<file path="src/rtl/pmp_csr_regfile.sv">
// PMP CSR responder: CSRRW/S/C(I) on pmpcfg0-3 and pmpaddr0-15 with WARL and lock rules.
// Optional macro PMP_CSR_LOCK_ERR_EN: fully locked write targets respond 3'b111.
module pmp_csr_regfile #(
  parameter int ADDR_WIDTH  = 32,
  parameter int REG_WIDTH   = 32,
  parameter int PMP_ENTRIES = 16
) (
  input  logic                             clk,
  input  logic                             rst,
  input  logic                             pmp_reg_en,
  input  logic [1:0]                       pmp_reg_op,
  input  logic [2:0]                       pmp_funct3,
  input  logic [4:0]                       pmp_csr_imm,
  input  logic [REG_WIDTH-1:0]             pmp_rs1_val,
  input  logic [ADDR_WIDTH-1:0]            pmp_addr,
  input  logic                             pmp_rrsp,
  output logic [REG_WIDTH-1:0]             pmp_rdata,
  output logic                             pmp_rvalid,
  output logic [2:0]                       pmp_act_rsp,
  output logic                             pmp_busy,
  output logic [8*PMP_ENTRIES-1:0]         pmp_cfg_flat,
  output logic [REG_WIDTH*PMP_ENTRIES-1:0] pmp_addr_flat
);

  localparam logic [1:0] S_IDLE = 2'd0;
  localparam logic [1:0] S_EXEC = 2'd1;
  localparam logic [1:0] S_RSP  = 2'd2;
  localparam int NCFG = PMP_ENTRIES / 4;

  logic [1:0]           state_q, state_d;
  logic                 req_wr_q;
  logic [2:0]           req_f3_q;
  logic [4:0]           req_imm_q;
  logic [REG_WIDTH-1:0] req_rs1_q;
  logic [11:0]          req_csr_q;
  logic                 rvalid_q;
  logic [REG_WIDTH-1:0] rdata_q;
  logic [2:0]           rsp_q;
  logic [7:0]           cfg_q  [PMP_ENTRIES];
  logic [7:0]           cfg_d  [PMP_ENTRIES];
  logic [REG_WIDTH-1:0] addr_q [PMP_ENTRIES];
  logic [REG_WIDTH-1:0] addr_d [PMP_ENTRIES];

  logic                   cfg_sel, addr_sel, in_range, tgt_locked, wr_en;
  logic [PMP_ENTRIES-1:0] addr_lock;
  logic [7:0]             nxt_cfg, wbyte;
  logic [REG_WIDTH-1:0]   old_val, operand, new_val;
  logic [2:0]             rsp_code;
  logic                   unused_bits;

  assign unused_bits = ^{pmp_reg_op[1], pmp_addr[ADDR_WIDTH-1:12]};

  // An entry's address is frozen by its own L bit or by a locked TOR entry directly above it.
  always_comb begin
    nxt_cfg   = 8'h00;
    addr_lock = '0;
    for (int i = 0; i < PMP_ENTRIES; i++) begin
      nxt_cfg      = (i == PMP_ENTRIES - 1) ? 8'h00 : cfg_q[(i + 1) % PMP_ENTRIES];
      addr_lock[i] = cfg_q[i][7] | (nxt_cfg[7] & (nxt_cfg[4:3] == 2'b01));
    end
  end

  always_comb begin
    cfg_sel    = (req_csr_q[11:2] == 10'h0E8) && (int'(req_csr_q[1:0]) < NCFG);
    addr_sel   = (req_csr_q[11:4] == 8'h3B) && (int'(req_csr_q[3:0]) < PMP_ENTRIES);
    in_range   = (req_csr_q >= 12'h3A0) && (req_csr_q <= 12'h3EF);
    old_val    = '0;
    tgt_locked = cfg_sel | addr_sel;
    for (int i = 0; i < PMP_ENTRIES; i++) begin
      if (cfg_sel && ((i / 4) == int'(req_csr_q[1:0]))) begin
        old_val[8*(i%4) +: 8] = cfg_q[i];
        tgt_locked            = tgt_locked & cfg_q[i][7];
      end
      if (addr_sel && (i == int'(req_csr_q[3:0]))) begin
        old_val    = addr_q[i];
        tgt_locked = tgt_locked & addr_lock[i];
      end
    end
  end

  always_comb begin
    if (req_f3_q[1:0] == 2'b00) begin
      rsp_code = 3'b101;
    end else if (!in_range) begin
      rsp_code = 3'b110;
`ifdef PMP_CSR_LOCK_ERR_EN
    end else if (req_wr_q && tgt_locked) begin
      rsp_code = 3'b111;
`endif
    end else begin
      rsp_code = 3'b000;
    end
  end

`ifndef PMP_CSR_LOCK_ERR_EN
  logic unused_lock;
  assign unused_lock = tgt_locked;
`endif

  always_comb begin
    operand = req_f3_q[2] ? REG_WIDTH'(req_imm_q) : req_rs1_q;
    case (req_f3_q[1:0])
      2'b01:   new_val = operand;
      2'b10:   new_val = old_val | operand;
      2'b11:   new_val = old_val & ~operand;
      default: new_val = old_val;
    endcase
    wr_en = (state_q == S_EXEC) && req_wr_q && !rsp_code[2];
  end

  // Each cfg byte commits independently; W=1/R=0 encodings leave the byte untouched.
  always_comb begin
    wbyte = 8'h00;
    for (int i = 0; i < PMP_ENTRIES; i++) begin
      cfg_d[i]  = cfg_q[i];
      addr_d[i] = addr_q[i];
      wbyte     = new_val[8*(i%4) +: 8];
      if (wr_en && cfg_sel && ((i / 4) == int'(req_csr_q[1:0])) && !cfg_q[i][7] &&
          !(wbyte[1] && !wbyte[0]))
        cfg_d[i] = wbyte & 8'h9F;
      if (wr_en && addr_sel && (i == int'(req_csr_q[3:0])) && !addr_lock[i])
        addr_d[i] = new_val;
    end
  end

  always_comb begin
    state_d = state_q;
    case (state_q)
      S_IDLE:  if (pmp_reg_en) state_d = S_EXEC;
      S_EXEC:  state_d = S_RSP;
      S_RSP:   if (pmp_rrsp) state_d = S_IDLE;
      default: state_d = S_IDLE;
    endcase
  end

  always_ff @(posedge clk) begin
    if (rst) begin
      state_q   <= S_IDLE;
      req_wr_q  <= 1'b0;
      req_f3_q  <= 3'b000;
      req_imm_q <= 5'd0;
      req_rs1_q <= '0;
      req_csr_q <= 12'h000;
      rvalid_q  <= 1'b0;
      rdata_q   <= '0;
      rsp_q     <= 3'b000;
      for (int i = 0; i < PMP_ENTRIES; i++) begin
        cfg_q[i]  <= 8'h00;
        addr_q[i] <= '0;
      end
    end else begin
      state_q <= state_d;
      cfg_q   <= cfg_d;
      addr_q  <= addr_d;
      if (state_q == S_IDLE && pmp_reg_en) begin
        req_wr_q  <= pmp_reg_op[0];
        req_f3_q  <= pmp_funct3;
        req_imm_q <= pmp_csr_imm;
        req_rs1_q <= pmp_rs1_val;
        req_csr_q <= pmp_addr[11:0];
      end
      if (state_q == S_EXEC) begin
        rvalid_q <= 1'b1;
        rdata_q  <= rsp_code[2] ? '0 : old_val;
        rsp_q    <= rsp_code;
      end else if (state_q == S_RSP && pmp_rrsp) begin
        rvalid_q <= 1'b0;
        rdata_q  <= '0;
        rsp_q    <= 3'b000;
      end
    end
  end

  assign pmp_rvalid  = rvalid_q;
  assign pmp_rdata   = rdata_q;
  assign pmp_act_rsp = rsp_q;
  assign pmp_busy    = (state_q == S_EXEC) || (state_q == S_RSP);

  for (genvar gi = 0; gi < PMP_ENTRIES; gi++) begin : g_flat
    assign pmp_cfg_flat[8*gi +: 8]                = cfg_q[gi];
    assign pmp_addr_flat[REG_WIDTH*gi +: REG_WIDTH] = addr_q[gi];
  end

endmodule
</file>
<file path="config.mk">
export PLATFORM = sky130hd
export DESIGN_NAME = pmp_csr_regfile
export DESIGN_NICKNAME = d
export VERILOG_FILES = /design/src/rtl/pmp_csr_regfile.sv
export SDC_FILE = /design/constraint.sdc
export NUM_CORES = 2
export LEC_CHECK = 0
export ABC_AREA = 1
export CAP_MARGIN = 5
export CORE_AREA = 2 2 295 297
export CTS_CLUSTER_SIZE = 8
export DETAILED_ROUTE_END_ITERATION = 8
export DIE_AREA = 0 0 297 299
export DONT_BUFFER_PORTS = 1
export PLACE_DENSITY = 0.65
export REMOVE_ABC_BUFFERS = 1
export SLEW_MARGIN = 5
export SYNTH_ARGS = -nofsm -noshare
export SYNTH_HDL_FRONTEND = slang
export SYNTH_SLANG_ARGS = --single-unit
export TNS_END_PERCENT = 1
</file>
<file path="constraint.sdc">
create_clock -name clk -period 3 [get_ports clk]
set_input_delay 0.6 -clock clk [delete_from_list [all_inputs] [get_ports clk]]
set_output_delay 0.6 -clock clk [all_outputs]
set_load 0.05 [all_outputs]
</file>
==> results.py <==
metrics = {
    "power": {
        "p_comb_share_pct": 12.5,
        "sequentialPowerShare_pct": 42.5,
        "p_int_mw": 16.3,
        "switching_share_pct": 28.0,
        "clock_power_share_pct": 44.9,
        "power_density_nw_per_um2": 494,
        "switching_power_mw": 6.35,
        "vdd_drop_max_mv": 0.456,
        "power_leakage_nw": 22.5,
    },
    "route": {
        "drc": 0,
        "vias": 36900,
        "wl_met1_mm": 61.2,
        "firstDrtPassIters": 6,
        "ant_nets": 0,
        "met3_length_mm": 17.4,
        "first_iter_violations": 3863,
        "viasPerCell": 5.39,
        "wl_per_cell_um": 24.1,
        "highest_layer": "met5",
        "drt-total-wl_mm": 165,
        "met2_wirelength_mm": 76.1,
    },
    "synth": {
        "synth_cell_types": 50,
        "ys_seq_area_share_pct": 41.7,
        "ys_warn_count": 0,
        "netlist_area_sq_um": 33600,
        "syn_inst": 5057,
        "synth.avg_cell_area_sq_um": 6.64,
        "synth-seq-cells": 699,
    },
    "critical_path": {
        "rr_endpoint": "pmp_cfg_flat[0]",
        "path_class": "reg -> reg",
        "worstSetupStartpoint": "req_csr_q[9]",
        "required_ns": 3.48,
        "end_kind": "register",
        "crit_fanout": 11,
        "arrival_ns": 3.64,
        "crit_end": "pmp_cfg_flat[0]",
        "timing.rr.start": "req_csr_q[9]",
        "worst_setup_path_start_kind": "register",
        "r2r_setup_slack_ns": -0.16,
        "reg2reg_depth": 27,
    },
    "sta": {
        "min_period_ns": 3.16,
        "drv_slew": 165,
        "tns_ns": -10.62,
        "setup_violations": 250,
        "relSlewSlack_pct": -21.0,
        "max_slew.worst_pin.slew_ns": 1.82,
        "fin_crit_sh_pct": 105,
        "max_freq_ghz": 0.316,
        "hold_viol": 0,
        "rsz0062_at_grt": "true",
        "timing.final.ws_setup_ns": -0.162,
        "skew_ns": 0.0225,
        "whs_ns": 0.0809,
    },
    "placed_design": {
        "finalWeightedCongestion": 0.979,
        "portBuffers": 0,
        "place_hpwl_mm": 119,
    },
    "die": {
        "die_w_um": 297,
        "die_y_um": 299,
        "num_rows": 108,
        "ios": 755,
        "start_util_pct": 39.1,
        "core_area_sq_um": 85900,
        "die_area_sq_um": 88800,
    },
    "layout": {
        "drive_gt1_share_pct": 26.3,
        "synthToLayoutAreaGrowth_pct": 36.5,
        "fill_cells": 8381,
        "layout_commonest_cell": "inv_1",
        "final_cell_mix": "inv_1, buf_4, dfxtp_1",
        "nNetsFinal": 5753,
    },
    "clocking": {
        "clockBufferDepth": 3,
        "h-tree-depth": 3,
        "clkTransAtPathRegs_ns": 0.05,
        "cts_sinks": 699,
        "numCtsBuffers": 97,
        "clkLatencyLatePin_ns": 0.69,
        "cts_tree": "done",
        "cts_root_buffer": "clkbuf_16",
    },
    "global_route": {
        "grt_pass1_wl_mm": 231,
        "grt_start_max_net_pins": 522,
        "grtUsageTotal_pct": 35.2,
        "overflow": 0,
        "antenna_found_initial": 5,
        "grt_pass1_vias": 33400,
    },
    "worst_hold_path": {
        "worstHoldStart": "rst",
        "hp-class": "in -> reg",
    },
    "status": {
        "violations": "slew limit, setup timing",
        "outcome": "finished with violations",
    },
    "job": {
        "drv_cap": 0,
    },
}
## routing by layer
| layer | global-route usage (%) | up-vias |
|---|---|---|
| li1 | - | 17000 |
| met1 | 41.5 | 17300 |
| met2 | 58.2 | 2002 |
| met3 | 10.8 | 478 |
| met4 | 17.3 | 8 |
| met5 | 0 | - |
## what timing repair did
action | 4_1_cts | 5_1_grt
hold buffers | 0 | 1
gates resized for setup | 477 | 358
hold endpoints to repair | 0 | 2
pin swaps | 66 | 89
cloned | 6 | 1
endpoints found under the setup margin | 620 | 613
setup buffers | 24 | 5
## layout make-up
class / count / area, sq um / area share [%]
Multi-Input combinational cell: 3095 / 16500 / 36.0
Clock inverter: 1 / 8.76 / 0.0191
Tap cell: 1155 / 1450 / 3.15
Sequential cell: 699 / 14000 / 30.5
Antenna cell: 2 / 5.00 / 0.0109
Timing Repair Buffer: 837 / 7700 / 16.8
Clock buffer: 107 / 2600 / 5.67
Inverter: 941 / 3600 / 7.84
## state kept, by name (all words and copies together), names as in the netlist
register and cells:
req_rs1_q 32, pmp_rvalid 1, req_wr_q 1, pmp_addr_flat 512, req_csr_q 12, pmp_cfg_flat 96
pmp_act_rsp 3, req_imm_q 5, pmp_rdata 32, state_q 2, req_f3_q 3
## stage by stage
step / setup WS [ns] / instances / instance area (sq um) / power, mW / utilization [%]
after floorplan: -1.25 / 4734 / 32000 / 10.9 / -
after global placement: -0.395 / 6694 / 40600 / 12.2 / 47.3
after detailed placement: -0.452 / 6694 / 40600 / 12.2 / 47.3
after CTS: -0.154 / 6831 / 44700 / 22.6 / 52.1
after global routing: -0.287 / 6836 / 45900 / 23.2 / 53.4
final: -0.162 / 6837 / 45900 / 22.6 / 53.4
## cells in the mapped netlist (all sizes together)
cell type	count	share of area [%]
inv	938	11
nand2	814	9.4
nor2	716	8.4
dfxtp	699	42
o21ai	580	8.7
a21oi	425	6.3
nand3	283	4.3
clkbuf	217	2.4
buf	137	2.7
o211ai	89	2.1
nand4	47	0.88
nor3	17	0.25
o2111ai	17	0.44
or2	17	0.32
o22ai	14	0.26
nor4	12	0.56
nand3b	8	0.19
o221ai	5	0.13
ha	4	0.15
a21boi	3	0.067
a221oi	3	0.078
clkinv	3	0.034
a211oi	2	0.045
nor3b	2	0.045
o31ai	2	0.045
and3	1	0.019
conb	1	0.011
xor2	1	0.026
## worst max-delay path: stages (launching register included)
cell	delay, ns
dfxtp_2	0.32
nand2_2	0.05
inv_2	0.04
nand2_4	0.13
nor2_8	0.05
buf_12	0.15
buf_4	0.15
nand2_4	0.09
inv_8	0.09
buf_4	0.16
buf_4	0.15
a21oi_1	0.12
nand2_1	0.08
nand2_1	0.09
nand3_1	0.09
nand2_1	0.08
nand2_1	0.06
nand2_1	0.07
nand3_1	0.08
nand2_1	0.09
nand4_1	0.11
nand3_1	0.10
nand2_2	0.08
inv_2	0.13
nand2_8	0.10
buf_4	0.15
nand3_1	0.07
a21oi_2	0.06
## power groups by stage
stage	sequential, mW	clock (mW)	combinational [mW]
after floorplan	9.80	0	1.11
after global placement	9.79	0	2.37
after detailed placement	9.80	0	2.40
after CTS	9.62	10.3	2.69
after global routing	9.64	10.6	2.98
final	9.63	10.2	2.84
## how the worst min path moves through the flow
stage                     to  slack [ns]  cells past startpoint
4_1_cts        pmp_rdata[29]      0.0009                      1
5_1_grt        pmp_rdata[14]        0.01                      1
3_3_place_gp    req_rs1_q[4]        0.43                      2
3_5_place_dp    req_rs1_q[4]        0.44                      2
2_1_floorplan   req_rs1_q[0]        0.43                      2
6_report       pmp_rdata[14]        0.08                      1
## cells by family after synthesis
family                   after synthesis  synth area share [%]
other                                  1                0.0112
AO/OA/AOI/OAI                       1140                  18.2
AND/OR/NAND/NOR                     1917                  24.4
flip-flops                           699                  41.7
adder cells (fa/ha/maj)                4                 0.149
XOR/XNOR                               1                0.0261
buffers and inverters               1295                  15.6
(Power assumes the default switching activity.)
